==> src/rtl/fpu_pack.sv <==
// fpu_pack: shared floating-point types for the fpu_dsp operand/result interface.
package fpu_pack;
   localparam int BW_DATA = 32;
   localparam logic [7:0] EXP_ONES = 8'hFF;
   typedef logic [BW_DATA-1:0] real_t;
   typedef struct packed {
      real_t mul;
      real_t fma;
   } dsp_res_t;
   function automatic logic is_special(real_t x);
      return x[30:23] == EXP_ONES;
   endfunction
endpackage

==> src/rtl/fpu_res_fifo.sv <==
// fpu_res_fifo: first-word-fall-through result FIFO with occupancy count.
module fpu_res_fifo #(
   parameter int DW    = 64,
   parameter int DEPTH = 8
) (
   input  logic                       clk,
   input  logic                       rst_n,
   input  logic                       i_push,
   input  logic [DW-1:0]              i_data,
   input  logic                       i_pop,
   output logic [DW-1:0]              o_data,
   output logic                       o_empty,
   output logic [$clog2(DEPTH+1)-1:0] o_count
);
   localparam int AW = (DEPTH > 1) ? $clog2(DEPTH) : 1;
   localparam int CW = $clog2(DEPTH+1);
   logic [DW-1:0] mem_q [DEPTH];
   logic [AW-1:0] wr_q, wr_d, rd_q, rd_d;
   logic [CW-1:0] cnt_q, cnt_d;
   logic          full, do_push, do_pop;
   assign o_empty = (cnt_q == '0);
   assign full    = (cnt_q == CW'(DEPTH));
   assign o_count = cnt_q;
   // Head reads as zero while empty so stale entries never leak downstream.
   assign o_data  = o_empty ? '0 : mem_q[rd_q];
   assign do_pop  = i_pop & ~o_empty;
   assign do_push = i_push & (~full | do_pop);
   assign wr_d    = !do_push ? wr_q : (wr_q == AW'(DEPTH-1)) ? '0 : wr_q + AW'(1);
   assign rd_d    = !do_pop  ? rd_q : (rd_q == AW'(DEPTH-1)) ? '0 : rd_q + AW'(1);
   assign cnt_d   = cnt_q + CW'(do_push) - CW'(do_pop);
   always_ff @(posedge clk or negedge rst_n) begin
      if (!rst_n) begin
         wr_q  <= '0;
         rd_q  <= '0;
         cnt_q <= '0;
      end else begin
         wr_q  <= wr_d;
         rd_q  <= rd_d;
         cnt_q <= cnt_d;
      end
   end
   always_ff @(posedge clk) begin
      if (do_push) mem_q[wr_q] <= i_data;
   end
   a_no_overflow: assert property (@(posedge clk) disable iff (!rst_n) !(i_push && full && !do_pop));
endmodule

==> src/rtl/fpu_dsp_issuer.sv <==
// fpu_dsp_issuer: flow-controlled initiator for a fixed-latency, valid-less DSP.
// Optional FPU_ISSUER_EXC_EN adds Inf/NaN flags (o_exc) and a sticky o_exc_seen.
module fpu_dsp_issuer
   import fpu_pack::*;
#(
   parameter int DELAY      = 3,
   parameter int FIFO_DEPTH = 8
) (
   input  logic                       clk,
   input  logic                       rst_n,
   input  logic                       i_valid,
   output logic                       o_ready,
   input  real_t [2:0]                i_ops,
   output real_t [2:0]                o_dsp_bus,
   input  real_t [1:0]                i_dsp_bus,
   output logic                       o_valid,
   input  logic                       i_ready,
   output real_t [1:0]                o_res,
   output logic [$clog2(DELAY+1)-1:0] o_inflight
`ifdef FPU_ISSUER_EXC_EN
   ,
   output logic [1:0]                 o_exc,
   output logic                       o_exc_seen
`endif
);
   localparam int IW = $clog2(DELAY+1);
   localparam int CW = $clog2(FIFO_DEPTH+1);
`ifdef FPU_ISSUER_EXC_EN
   localparam int DW = 2*BW_DATA + 2;
`else
   localparam int DW = 2*BW_DATA;
`endif
   if (DELAY < 1 || FIFO_DEPTH < DELAY + 2) begin : g_param_check
      $error("fpu_dsp_issuer: requires DELAY>=1 and FIFO_DEPTH>=DELAY+2");
   end
   real_t [2:0]      bus_q, bus_d;
   logic             issue_q, issue_d;
   logic [DELAY-1:0] vsr_q, vsr_d;
   logic             accept, push, pop, empty;
   logic [DW-1:0]    fifo_wdata, fifo_rdata;
   logic [CW-1:0]    fifo_count;
   dsp_res_t         res_in;
   assign accept  = i_valid & o_ready;
   assign bus_d   = accept ? i_ops : '0;
   assign issue_d = accept;
   assign vsr_d   = DELAY'({vsr_q, issue_q});
   // Every op already issued owns a FIFO slot; this cycle's pop is not credited back.
   assign o_ready    = ($countones(vsr_q) + int'(issue_q) + int'(fifo_count)) < FIFO_DEPTH;
   assign o_inflight = IW'($countones(vsr_q));
   assign o_dsp_bus  = bus_q;
   assign push       = vsr_q[DELAY-1];
   assign o_valid    = ~empty;
   assign pop        = o_valid & i_ready;
   assign res_in     = i_dsp_bus;
   always_ff @(posedge clk or negedge rst_n) begin
      if (!rst_n) begin
         bus_q   <= '0;
         issue_q <= 1'b0;
         vsr_q   <= '0;
      end else begin
         bus_q   <= bus_d;
         issue_q <= issue_d;
         vsr_q   <= vsr_d;
      end
   end
`ifdef FPU_ISSUER_EXC_EN
   logic exc_seen_q, exc_seen_d;
   assign fifo_wdata = {res_in, is_special(res_in.mul), is_special(res_in.fma)};
   assign o_res      = fifo_rdata[DW-1 -: 2*BW_DATA];
   assign o_exc      = fifo_rdata[1:0];
   assign exc_seen_d = exc_seen_q | (pop & |o_exc);
   assign o_exc_seen = exc_seen_q;
   always_ff @(posedge clk or negedge rst_n) begin
      if (!rst_n) exc_seen_q <= 1'b0;
      else        exc_seen_q <= exc_seen_d;
   end
`else
   assign fifo_wdata = res_in;
   assign o_res      = fifo_rdata;
`endif
   fpu_res_fifo #(.DW(DW), .DEPTH(FIFO_DEPTH)) u_fifo (
      .clk     (clk),
      .rst_n   (rst_n),
      .i_push  (push),
      .i_data  (fifo_wdata),
      .i_pop   (pop),
      .o_data  (fifo_rdata),
      .o_empty (empty),
      .o_count (fifo_count)
   );
endmodule

==> config.mk <==
export PLATFORM = sky130hd
export DESIGN_NAME = fpu_dsp_issuer
export DESIGN_NICKNAME = d
export VERILOG_FILES = /design/src/rtl/fpu_pack.sv /design/src/rtl/fpu_res_fifo.sv /design/src/rtl/fpu_dsp_issuer.sv
export SDC_FILE = /design/constraint.sdc
export NUM_CORES = 1
export LEC_CHECK = 0
export CELL_PAD_IN_SITES_DETAIL_PLACEMENT = 0
export CELL_PAD_IN_SITES_GLOBAL_PLACEMENT = 1
export CORE_AREA = 2 2 294 209
export DETAILED_ROUTE_END_ITERATION = 10
export DIE_AREA = 0 0 296 211
export DONT_BUFFER_PORTS = 1
export PLACE_DENSITY = 0.59
export SKIP_CTS_REPAIR_TIMING = 1
export SLEW_MARGIN = 15
export SYNTH_ARGS = -nofsm -noshare
export SYNTH_HDL_FRONTEND = slang
export SYNTH_SLANG_ARGS = --single-unit
==> constraint.sdc <==
create_clock -name clk -period 16.79 [get_ports clk]
set_input_delay 5.037 -clock clk [delete_from_list [all_inputs] [get_ports clk]]
set_output_delay 5.037 -clock clk [all_outputs]
set_load 0.02 [all_outputs]
==> results of run 1 <==
==> cell families (layout without fill, tap and decap cells) <==
family,after synthesis,count (layout),share of synthesized area
AOI/OAI and AO/OA,105,105,0.0264
xor gates and xnor gates,2,2,0.000740
adders and majority gates,15,15,0.00856
buffers and inverters,84,145,0.0159
DFF,622,622,0.766
muxes,198,198,0.152
and+or+nand+nor,183,183,0.0307
==> registers in the layout, summed over array words and instances, names as in the netlist <==
| signal | flops |
|---|---|
| issue_q | 1 |
| o_dsp_bus | 96 |
| u_fifo.rd_q | 3 |
| u_fifo.mem_q | 512 |
| vsr_q | 3 |
| u_fifo.o_count | 4 |
| u_fifo.wr_q | 3 |
==> cell usage in the layout (no fill, tap or decap), types with 9 or more instances in the layout <==
| cell type | n |
|---|---|
| buf_4 | 23 |
| clkbuf_16 | 60 |
| clkbuf_1 | 10 |
| mux2i_1 | 64 |
| clkinv_2 | 9 |
| ha_1 | 13 |
| inv_1 | 10 |
| dfrtp_1 | 107 |
| a21oi_1 | 79 |
| nor2_1 | 66 |
| a21oi_2 | 19 |
| edfxtp_1 | 512 |
| mux4_2 | 128 |
| nand2_1 | 99 |
==> per-layer routing <==
metal / wire length (um) / vias to the layer above / GRT usage
met5: 41 / - / 0
met4: 1220 / 6 / 0.0498
met3: 3430 / 92 / 0.0504
met2: 25100 / 221 / 0.260
met1: 22600 / 5810 / 0.227
li1: - / 4766 / -
==> where the power goes <==
| part | total [mW] | internal (mW) | switching [mW] |
|---|---|---|---|
| clock | 1.35 | 0.768 | 0.585 |
| sequential | 2.21 | 1.93 | 0.273 |
| combinational | 1.40 | 0.511 | 0.887 |
| total | 4.96 | 3.21 | 1.75 |
==> layout make-up <==
class | count | share of cell area
clock buffers | 70 | 0.0579
clock inverters | 42 | 0.0168
inverters | 10 | 0.00141
multi-input cells | 503 | 0.197
flip-flops and latches | 622 | 0.682
well taps | 808 | 0.0380
repair buffers | 23 | 0.00650
==> worst min path at each step <==
| stage | startpoint | slack [ns] | to | cells after the start |
|---|---|---|---|---|
| after floorplan | issue_q | 0.36 | vsr_q[0] | 0 |
| after global placement | issue_q | 0.39 | vsr_q[0] | 0 |
| after detailed placement | issue_q | 0.39 | vsr_q[0] | 0 |
| after CTS | issue_q | 0.41 | vsr_q[0] | 0 |
| after global routing | issue_q | 0.42 | vsr_q[0] | 0 |
| final | issue_q | 0.40 | vsr_q[0] | 0 |
==> per-stage QoR <==
| stage | util | hold WS (ns) | instances | setup WS [ns] |
|---|---|---|---|---|
| 3_3_place_gp | 0.413 | 0.386 | 1966 | 8.49 |
| 6_report | 0.447 | 0.398 | 2078 | 7.87 |
| 2_1_floorplan | - | 0.360 | 1209 | 4.73 |
| 4_1_cts | 0.447 | 0.405 | 2078 | 7.78 |
| 5_1_grt | 0.447 | 0.422 | 2078 | 7.65 |
| 3_5_place_dp | 0.413 | 0.386 | 1966 | 8.48 |
==> flow_summary.ini, run 1 <==
[critical_path]
crit_family = buffers and inverters
endpoint = o_res[29]
critPathArrivalTime_ns = 3.88
r2r-start = vsr_q[0]
worstSetupPathDepth = 5
cp_max_fo = 56
critPathMaxStageDelay_ns = 0.79
startpoint_type = flip-flop
critPathKind = flip-flop to output port
setup.reg_to_reg.worst_slack_ns = 13.26
critical_path_required_ns = 11.75
cpMaxStageDelayCell = buf_4
ff2ff_path_depth = 7
r2r_end = o_dsp_bus[1]
cp_num_buf_inv = 2
startpoint = u_fifo.rd_q[1]
crit_path_end_kind = output port
timing.critical_path.mode_cell = buf_4
path_cells = buf_4 > buf_4 > mux4_2 > mux2i_1 > nor2_1

[route]
drt_first_iter_violations = 814
route.detailed.drc = 0
vias = 10900
wl_mm = 52.4
post_drt_wl_per_cell_um = 25.2
postRouteAntennaNets = 0
drt_pass1_iterations = 4
viasPerCell = 5.24

[synthesis]
seq_area_frac_synth = 0.766
syn_inst = 1209
synthArstFlopShare = 0.177
synthesis.nets = 1388
ys_seq_elements = 622
syn_area_mm2 = 0.0237
synth_enable_flop_cells = 512
synth_ff_type = edfxtp_1
synth_cell_types = 33
yosys-top-cells-count = 512 x edfxtp_1, 128 x mux4_2, 110 x dfrtp_1, 99 x nand2_1, 79 x a21oi_1
synth.most_common_cell = edfxtp_1
yosysWarnings = 0
synth_top_area_share = 0.650
yosys-top-cells-area = edfxtp_1 65%, mux4_2 12%, dfrtp_1 12%
synth.largest_area_cell = edfxtp_1
avgSynthCellArea_um2 = 19.6

[layout]
diodes = 0
post_route_cells_drive_above_1_share = 0.226
seqCellArea_mm2 = 0.0181
multi_input_area_mm2 = 0.00524
stdcell_area_mm2 = 0.0266
nets = 1399
nFillCells = 5168
area_growth_pct = 12.3

[timing]
period_minus_slack_ns = 8.92
setup_viol = 0
skew_ns = 0.0201
worst_pin_slew_ns = 0.972
hold_viol = 0
relSlewSlack = 0.352
maxSlewViolCount = 0
grt_setup_unrepaired = no
max_freq_ghz = 0.112
setup_tns_ns = 0
period_share = 0.531

[grt]
grt_max_degree = 111
grt_pass1_vias = 11400
grt_util_all_layers = 0.167
grt_pass1_wl_mm = 76.3
antenna_found_initial = 4
grt_overflow = 0

[power]
leakage_nw = 9.10
power.density_mw_per_mm2 = 187
vdd_drop_max_uv = 161
p_total_mw = 4.96

[hold_path]
hold_class = flip-flop to flip-flop

[die]
start_util = 0.398
die_h_um = 211
core_mm2 = 0.0595
rows = 75
fp.dieW_um = 296
dieArea_mm2 = 0.0625
ios = 328

[placement]
place_congestion = 0.709
dp_hpwl_mm = 28.8
placedInstanceArea_mm2 = 0.0246
portBuffers = 0

[clock_network]
clk_latency_ns = 0.63
cts.sinks = 622
clockBufferDepth = 3
tritoncts = done
clock_tree.root_cell = clkbuf_16
h-tree-depth = 2
numCtsBuffers = 60
clk_pin_slew_ns = 0.07

[outcome]
status = finished, final reports clean

[job]
drv_cap = 0
Power figures use the tool's default switching activity.
==> inputs of run 2 (changes only) <==
==> constraint.sdc (replaced) <==
create_clock -name clk -period 8.9 [get_ports clk]
set_input_delay 2.67 -clock clk [delete_from_list [all_inputs] [get_ports clk]]
set_output_delay 2.67 -clock clk [all_outputs]
set_load 0.02 [all_outputs]
==> flow_summary.ini, run 2 (synthesis results as in run 1) <==
[hold_path]
worstHoldPathCells = 0
hold_class = flip-flop to flip-flop

[grt]
grt_pass1_wl_mm = 77.4
antenna_found_initial = 0
grt_overflow = 0
grt_pass1_vias = 11700
grt_max_degree = 111
grt_util_all_layers = 0.169

[job]
drv_cap = 0

[timing]
max_freq_ghz = 0.165
skew_ns = 0.0267
period_minus_slack_ns = 6.07
period_share = 0.682
setup_tns_ns = 0
worst_pin_slew_ns = 1.03
relSlewSlack = 0.310
hold_viol = 0
setup_viol = 0
maxSlewViolCount = 0
grt_setup_unrepaired = no

[critical_path]
critPathArrivalTime_ns = 3.40
cp_max_fo = 58
startpoint_type = flip-flop
critPathKind = flip-flop to output port
ff2ff_path_depth = 7
crit_path_end_kind = output port
critical_path_required_ns = 6.23

[route]
drt_first_iter_violations = 772
route.detailed.drc = 0
drt_pass1_iterations = 5
postRouteAntennaNets = 0
wl_mm = 53.1
viasPerCell = 5.25
vias = 10900
post_drt_wl_per_cell_um = 25.5

[layout]
final_common_cell = edfxtp_1
largest_register_ffs = 512
nets = 1400
layout.cells.non_filler = 2081
stdcell_area_mm2 = 0.0267
regMostFlops = u_fifo.mem_q
area_growth_pct = 12.7
fin_util = 0.448
final_cell_mix = 512 x edfxtp_1, 128 x mux4_2, 107 x dfrtp_1
post_route_cells_drive_above_1_share = 0.226

[placement]
portBuffers = 0
numPlacedInstances = 1968
dp_hpwl_mm = 29.1
placedInstanceArea_mm2 = 0.0247
place_congestion = 0.706

[power]
vdd_drop_max_uv = 187
power.density_mw_per_mm2 = 353
leakage_nw = 9.16

[clock_network]
clk_pin_slew_ns = 0.07
clock_tree.root_cell = clkbuf_16
tritoncts = done
clockBufferDepth = 3
cts.sinks = 622
h-tree-depth = 2
numCtsBuffers = 59
clk_latency_ns = 0.62

[die]
ios = 328
start_util = 0.398
die_h_um = 211
rows = 75
core_mm2 = 0.0595
dieArea_mm2 = 0.0625
fp.dieW_um = 296

[outcome]
status = finished, final reports clean
## run 2: cell types whose count changed in the layout (fill, tap and decap cells not counted), sizes merged
cell      previous run  this run
inv                 11        12
diode                0         1
clkinv              25        26
bufinv               7        10
clkbuf              70        69
clkinvlp             9         5
buf                 23        25
## run 2: layout make-up
cell class              instances  area [um^2]
diodes                          1         2.50
clock buffers                  69         1540
clock inverters                43          487
fillers                      5092        32800
inverters                      10         37.5
multi-input cells             503         5240
flip-flops and latches        622        18100
well taps                     808         1010
repair buffers                 25          233
## run 2: path summary, 6_finish.rpt
path | from | endpoint | slack, ns
min reg2reg | issue_q | vsr_q[0] | 0.40
max | u_fifo.rd_q[1] | o_res[12] | 2.83
max reg2reg | vsr_q[0] | o_dsp_bus[7] | 5.54
max in group asynchronous | rst_n | u_fifo.rd_q[0] | 7.03
min in group asynchronous | rst_n | u_fifo.wr_q[1] | 1.74
min | issue_q | vsr_q[0] | 0.40
## run 2: layer usage
| layer | global-route usage | part of all wire | vias to the layer above | wire [um] |
|---|---|---|---|---|
| met2 | 0.264 | 0.48 | 223 | 25700 |
| li1 | - | - | 4756 | - |
| met1 | 0.232 | 0.44 | 5853 | 23100 |
| met3 | 0.0448 | 0.056 | 92 | 2990 |
| met4 | 0.0503 | 0.026 | 0 | 1360 |
| met5 | 0 | 0 | - | 0 |
## run 2: where the power goes
| part | switching [mW] | total [mW] | internal, mW |
|---|---|---|---|
| logic | 1.66 | 2.64 | 0.978 |
| registers | 0.531 | 4.18 | 3.65 |
| clock network | 1.08 | 2.61 | 1.53 |
## run 2: worst max-delay path: stages (launching register included)
cell and delay, ns:
dfrtp_4 1.01, buf_4 0.82, mux4_2 0.35, mux2i_1 0.07
nor2_1 0.49
## run 2: per-stage QoR
step | power (mW) | setup WS, ns | hold slack (ns)
final | 9.43 | 2.83 | 0.404
after CTS | 9.61 | 2.69 | 0.407
after global placement | 6.94 | 3.37 | 0.388
after floorplan | 6.26 | 0.880 | 0.360
after global routing | 9.90 | 2.59 | 0.421
after detailed placement | 6.96 | 3.38 | 0.385
